## config.mk

```make
export PLATFORM = sky130hd
export DESIGN_NAME = game_flow_controller
export DESIGN_NICKNAME = d
export VERILOG_FILES = /design/src/rtl/game_flow_controller.sv
export SDC_FILE = /design/constraint.sdc
export NUM_CORES = 1
export LEC_CHECK = 0
export CAP_MARGIN = 20
export CORE_MARGIN = 1
export CORE_UTILIZATION = 65
export CTS_BUF_LIST = sky130_fd_sc_hd__clkbuf_4 sky130_fd_sc_hd__clkbuf_8
export DETAILED_ROUTE_END_ITERATION = 8
export DONT_BUFFER_PORTS = 1
export PLACE_DENSITY = 0.81
export SLEW_MARGIN = 30
export SYNTH_ARGS = -nofsm -noshare
export SYNTH_HDL_FRONTEND = slang
export SYNTH_SLANG_ARGS = --single-unit
export TNS_END_PERCENT = 10
```

## constraint.sdc

```tcl
create_clock -name clk -period 4.4 [get_ports clk]
set_input_delay 0.66 -clock clk [delete_from_list [all_inputs] [get_ports clk]]
set_output_delay 0.66 -clock clk [all_outputs]
set_load 0.01 [all_outputs]
```

## src/rtl/game_flow_controller.sv

```systemverilog
// Game sequencer: conditions the confirm button and mode switch, then steps
// MENU -> COUNTDOWN -> PLAYING -> RESULT and reports which screen owns the display.

module game_flow_debounce #(
  parameter int unsigned DEBOUNCE_FRAMES = 2
) (
  input  logic clk,
  input  logic rst,
  input  logic frame_tick,
  input  logic raw,
  output logic level
);
  localparam int unsigned DB_W = (DEBOUNCE_FRAMES > 1) ? $clog2(DEBOUNCE_FRAMES) : 1;

  logic [1:0]      sync;
  logic [DB_W-1:0] cnt;

  // cnt counts consecutive frame_ticks on which the synced level disagreed with level
  always_ff @(posedge clk or posedge rst) begin
    if (rst) begin
      sync  <= '0;
      cnt   <= '0;
      level <= 1'b0;
    end else begin
      sync <= {sync[0], raw};
      if (frame_tick) begin
        if (sync[1] == level) begin
          cnt <= '0;
        end else if (cnt == DB_W'(DEBOUNCE_FRAMES - 1)) begin
          level <= sync[1];
          cnt   <= '0;
        end else begin
          cnt <= cnt + 1'b1;
        end
      end
    end
  end
endmodule

module game_flow_controller #(
  parameter int unsigned FRAMES_PER_SEC      = 60,
  parameter int unsigned COUNTDOWN_SECS      = 3,
  parameter int unsigned DEBOUNCE_FRAMES     = 2,
  parameter int unsigned RESULT_TIMEOUT_SECS = 5
) (
  input  logic       clk,
  input  logic       rst,
  input  logic       frame_tick,
  input  logic       sw0_mode_select,
  input  logic       p1_btn_confirm,
  input  logic       game_over,
  input  logic [1:0] game_winner,
  output logic [1:0] state_out,
  output logic       menu_active,
  output logic       mode_two_player,
  output logic [1:0] countdown_digit,
  output logic       round_start,
  output logic [1:0] winner_latched
);
  localparam int unsigned FC_W = (FRAMES_PER_SEC > 1) ? $clog2(FRAMES_PER_SEC) : 1;

  typedef enum logic [1:0] {
    MENU      = 2'd0,
    COUNTDOWN = 2'd1,
    PLAYING   = 2'd2,
    RESULT    = 2'd3
  } state_t;

  state_t          state;
  logic            sw_level;
  logic            confirm_level;
  logic            confirm_prev;
  logic            confirm_press;
  logic [FC_W-1:0] frame_cnt;
  logic [2:0]      sec_cnt;
  logic            frame_last;

  game_flow_debounce #(.DEBOUNCE_FRAMES(DEBOUNCE_FRAMES)) u_sw_debounce (
    .clk        (clk),
    .rst        (rst),
    .frame_tick (frame_tick),
    .raw        (sw0_mode_select),
    .level      (sw_level)
  );

  game_flow_debounce #(.DEBOUNCE_FRAMES(DEBOUNCE_FRAMES)) u_confirm_debounce (
    .clk        (clk),
    .rst        (rst),
    .frame_tick (frame_tick),
    .raw        (p1_btn_confirm),
    .level      (confirm_level)
  );

  assign confirm_press = confirm_level & ~confirm_prev;
  assign frame_last    = (frame_cnt == FC_W'(FRAMES_PER_SEC - 1));
  assign state_out     = state;

  always_ff @(posedge clk or posedge rst) begin
    if (rst) begin
      state           <= MENU;
      menu_active     <= 1'b1;
      mode_two_player <= 1'b0;
      countdown_digit <= '0;
      round_start     <= 1'b0;
      winner_latched  <= '0;
      frame_cnt       <= '0;
      sec_cnt         <= '0;
      confirm_prev    <= 1'b0;
    end else begin
      confirm_prev <= confirm_level;
      round_start  <= 1'b0;
      case (state)
        MENU: begin
          mode_two_player <= sw_level;
          if (confirm_press) begin
            state           <= COUNTDOWN;
            menu_active     <= 1'b0;
            countdown_digit <= 2'(COUNTDOWN_SECS);
            frame_cnt       <= '0;
          end
        end
        COUNTDOWN: begin
          if (frame_tick) begin
            if (frame_last) begin
              frame_cnt <= '0;
              if (countdown_digit == 2'd1) begin
                countdown_digit <= '0;
                state           <= PLAYING;
                round_start     <= 1'b1;
              end else begin
                countdown_digit <= countdown_digit - 2'd1;
              end
            end else begin
              frame_cnt <= frame_cnt + 1'b1;
            end
          end
        end
        PLAYING: begin
          if (game_over) begin
            winner_latched <= game_winner;
            frame_cnt      <= '0;
            sec_cnt        <= '0;
            state          <= RESULT;
          end
        end
        RESULT: begin
          // a press pre-empts any tick in the same clk; mode is refreshed on the way out
          if (confirm_press) begin
            state           <= MENU;
            menu_active     <= 1'b1;
            mode_two_player <= sw_level;
          end else if (frame_tick) begin
            if (frame_last) begin
              frame_cnt <= '0;
              if (sec_cnt == 3'(RESULT_TIMEOUT_SECS - 1)) begin
                state           <= MENU;
                menu_active     <= 1'b1;
                mode_two_player <= sw_level;
              end else begin
                sec_cnt <= sec_cnt + 3'd1;
              end
            end else begin
              frame_cnt <= frame_cnt + 1'b1;
            end
          end
        end
        default: state <= MENU;
      endcase
    end
  end
endmodule

```

Yosys cells after proc, flatten, opt, wreduce, memory -nomap -nowiden

Index checks and enable logic that the tools add are counted.

Bits in registers: 27
Logic and storage cells: 103
Bits of input ports: 8

Add/sub/neg operators: 5
Reductions and logical operators: 13
Mux-type cells: 46
Bitwise logic cells: 4
Equality and inequality tests: 20

Operators by type and width:

| operator                                                         | count |
|---|---|
| 6-bit 2-to-1 mux                                                 | 5 |
| 2-bit 2-to-1 mux                                                 | 13 |
| 6-bit one-hot mux with 4 select lines                            | 1 |
| 2-bit inequality test (second input constant)                    | 9 |
| 1-bit 2-to-1 mux                                                 | 17 |
| 3-bit 2-to-1 mux                                                 | 5 |
| 3-bit inequality test (second input constant)                    | 3 |
| 3-bit AND reduction                                              | 3 |
| 2-bit one-hot mux with 4 select lines                            | 1 |
| 4-bit AND reduction                                              | 2 |
| 8-bit AND reduction                                              | 1 |
| 6-bit by 1-bit adder with 6-bit output (second input constant)   | 1 |
| 6-bit == test (second input constant)                            | 1 |
| 3-bit one-hot mux with 2 select lines                            | 1 |
| 6-bit AND reduction                                              | 1 |
| 2-bit nonzero test                                               | 3 |
| 5-bit AND reduction                                              | 1 |
| 2-bit by 1-bit == test with 1-bit output (second input constant) | 2 |
| 2-bit == test (second input constant)                            | 2 |
| 1-bit one-hot mux with 2 select lines                            | 2 |
| 2-bit one-hot mux with 2 select lines                            | 1 |
| 3-bit by 1-bit adder with 3-bit output (second input constant)   | 1 |
| 3-bit == test (second input constant)                            | 1 |
| 1-bit inverter                                                   | 3 |
| other kinds (6)                                                  | 8 |

Longest topological paths before layout

Depth in word-level cells: 6
Depth in mapped cells: 7

Cells and area by module

From an unflattened synthesis, not the netlist that was laid out.

Cells, all modules: 139
Area total of the unflattened synthesis: 1,482.7 µm²

Modules (own cells, without submodules):

| module               | area an instance (µm²) | cells an instance | times used |
|---|---|---|---|
| game_flow_controller | 1,179.9                | 117               | 1 |
| game_flow_debounce   | 151.4                  | 11                | 2 |

Worst setup path before layout

Ideal clock, no wire load.

Path kind: register to register
Start point: register state[1], in the netlist state_out[1]
End point: register frame_cnt[1]
Path slack: 2.522 ns
Period minus slack after synthesis: 1.878 ns
Arrival: 1.754 ns
Cell stages (with the launch flop): 8
Path buffers: 1
Cells stage by stage: dfrtp_1 inv_1 ha_1 buf_2 nor2_4 a2bb2oi_2 and2_1 mux2_2

Word-level cells in the longest chain between the ends: 3

RTL lines:

| element                                                 | RTL line | RTL |
|---|---|---|
| start, declared                                         | 69       | `state_t state;` |
| start signal, assigned                                  | 100      | `state <= MENU;` |
| start signal, assigned                                  | 116      | `state <= COUNTDOWN;` |
| start signal, assigned                                  | 128      | `state <= PLAYING;` |
| 2-bit == test / 2-bit zero test (equally long branches) | 112      | `case (state)` |
| 2-bit inequality test (no source line)                  | --       |  |
| 3-bit AND reduction (no source line)                    | --       |  |
| end signal, assigned                                    | 134      | `frame_cnt <= frame_cnt + 1'b1;` |
| end signal, assigned                                    | 163      | `frame_cnt <= frame_cnt + 1'b1;` |
| end, declared                                           | 74       | `logic [FC_W-1:0] frame_cnt;` |

Parallel ways exist; a longest one is shown, timed or not.
A chain may end at the register's enable or synchronous reset.

Worst setup path in the final report

Start point: register state[0], in the netlist state_out[0]
End point: register frame_cnt[1]

The elaborated chain is that of the path after synthesis.

==> results.toml <==
[drt]
vias_per_cell = 6.187
finalWirelength_mm = 2.509
route.vias.total = 1027
wl_per_cell_um = 15.11
drc = 0
dr.pass1.iters = 5
ant_nets = 0
initialDrtViolationCount = 24

[yosys]
yosys_warnings = 0
async_flop_share_pct = 100.0
ys.flop_type = "dfrtp_1"
synth_seq_area_share_pct = 44.75
avgSynthCellArea_um2 = 10.88
syn_inst = 139
synth_edf_count = 0
synth_seq_cells = 27
syn-num-nets = 155
syn_area_um2 = 1513
synth_cell_types = 46

[min_path]
hold_path.class = "in2async"

[sta]
relSlewSlack_pct = 63.57
fmax_ghz = 0.4720
worst_pin_slew_ns = 0.5457
rsz0062_at_grt = "false"
hold_viol = 0
whs_ns = 0.2280
fin_ws_ns = 2.281
min_period_ns = 2.119
setup_viol = 0
slew_violations = 0
skew_ns = 0.007596
setup_tns_ns = 0
fin_crit_sh_pct = 48.15

[floorplan]
rows = 17
die_h_um = 50.24
initial_core_util_pct = 68.38
pin_count = 17
die_area_um2 = 2524
coreArea_um2 = 2212
die_width_um = 50.24

[power]
power_frac_seq_pct = 41.3
finalPower_mw = 0.9276
power.switching_mw = 0.3788
ir_drop_mv = 0.3584
p_int_mw = 0.5489
swShare_pct = 40.83
pwr-share-comb_pct = 46.4
powerDensity_nw_per_um2 = 599.8
clkPwrFrac_pct = 12.3
power.leakage_nw = 0.6813

[outcome]
status = "complete, no violations"

[grt]
antenna_found_initial = 0
grt_pass1_wl_mm = 4.133
grt_pass1_vias = 912
grt_max_degree = 28
overflow = 0
grtUsageTotal_pct = 22.44

[place]
io_buffers = 0
place_congestion = 0.8882
pre_cts_slack_ns = 2.310
dp_hpwl_mm = 1.880
placedInstanceArea_um2 = 1515

[job]
drv_cap = 0

[cells_and_area]
n_antenna_cell = 0
mostFrequentLayoutCell = "dfrtp_1"
final_cell_area_um2 = 1546
drive_above_1_share_pct = 17.39
final_cell_mix = "26 x dfrtp_1, 14 x nand2_1, 10 x inv_1"
layout.nets = 155
area_delta_synth_final_pct = 2.233

[clocking]
worstSkewPairLatency_ns = 0.33
ctsResizeCount = 0
htree_levels = 1
cts_sinks = 27
root_buffer = "clkbuf_4"
cts_hold_buf = 0
cts-buffers-inserted = 3
post_cts.repair.setup_buffers = 0
clk_pin_slew_worst_paths_ns = 0.15
clockBufferDepth = 2
tritoncts = "built"

[worst_setup_path]
reg2reg_from = "state_out[0]"
timing.rr.end = "frame_cnt[1]"
worstPathMaxFanout = 7
arrival_ns = 2.36
worst_setup_path_start_kind = "register"
worstSetupPathType = "reg2reg"
worst_setup_path_end_kind = "register"
r2r_cells = 6
rrSetupSlack_ns = 2.28
critPathRequiredTime_ns = 4.64
critical path: stages, from the launching register on:
cell	delay, ns
dfrtp_1	0.47
inv_1	0.12
ha_1	0.27
nor2b_1	0.19
a21oi_1	0.38
and2_1	0.25
mux2_2	0.35
power by group through the flow:
stage / Sequential [mW] / Clock [mW] / Combinational [mW]
floorplan: 0.374 / 0 / 0.364
global placement: 0.384 / 0 / 0.410
detailed placement: 0.389 / 0 / 0.424
CTS: 0.384 / 0.118 / 0.427
global route: 0.395 / 0.128 / 0.467
finish: 0.383 / 0.114 / 0.430
synth_stat cells, drive strengths merged, types with 2 or more instances:
cell type | instances | area, µm²
dfrtp | 26 | 650.6
nand2 | 14 | 52.55
inv | 11 | 41.29
ha | 8 | 100.1
mux2 | 7 | 82.57
mux2i | 6 | 60.06
a21oi | 5 | 25.02
nand2b | 5 | 31.28
nand3 | 5 | 37.54
nor2 | 5 | 26.27
and2 | 4 | 25.02
buf | 4 | 28.78
nor2b | 3 | 18.77
o211ai | 3 | 32.53
and3 | 2 | 12.51
nand4 | 2 | 12.51
o21ai | 2 | 10.01
o22ai | 2 | 12.51
o2bb2ai | 2 | 17.52
or2 | 2 | 12.51
xor2 | 2 | 17.52
layout make-up:
type / count / area (µm²)
multi-input combinational: 96 / 762.0
sequential: 27 / 676.9
fill: 151 / 665.6
inverter: 11 / 41.29
tap: 28 / 35.03
clock buffer: 3 / 22.52
clock inverter: 1 / 8.758
registers in the layout, indices dropped and copies added (netlist names):
signal / count
u_confirm_debounce.level: 1
u_sw_debounce.cnt: 1
confirm_prev: 1
state_out: 2
u_sw_debounce.sync: 2
mode_two_player: 1
u_confirm_debounce.sync: 2
winner_latched: 2
u_sw_debounce.level: 1
menu_active: 1
u_confirm_debounce.cnt: 1
sec_cnt: 3
round_start: 1
countdown_digit: 2
frame_cnt: 6
how the worst max path moves through the flow:
stage / startpoint / to / slack (ns) / cells after the start
after floorplan: state_out[1] / frame_cnt[1] / 2.52 / 7
after global placement: state_out[0] / frame_cnt[1] / 2.45 / 6
after detailed placement: state_out[0] / frame_cnt[1] / 2.31 / 6
after CTS: state_out[0] / frame_cnt[1] / 2.31 / 6
after global routing: state_out[1] / frame_cnt[1] / 2.22 / 6
final: state_out[0] / frame_cnt[1] / 2.28 / 6
kinds of logic (layout without fill, tap and decap cells):
group	count (synthesis)	in the layout	synth area share, %
buf+inv	16	15	4.880
flops	27	27	44.75
xor+xnor	2	2	1.158
mux	13	13	9.429
fa+ha+maj	8	8	6.617
simple gates	49	49	19.27
compound gates	24	24	13.90
through the flow:
stage	instances	util (%)
3_5_place_dp	162	68.50
2_1_floorplan	139	-
5_1_grt	166	69.91
4_1_cts	166	69.91
3_3_place_gp	162	68.50
6_report	166	69.91
metal layers:
| metal | GRT usage [%] | up-vias | wire length (µm) |
|---|---|---|---|
| li1 | - | 490 | - |
| met5 | 0 | - | 0 |
| met4 | 10.00 | 0 | 36 |
| met2 | 35.11 | 33 | 1200 |
| met1 | 30.54 | 500 | 1189 |
| met3 | 3.636 | 4 | 83 |
Power figures use the tool's default switching activity.
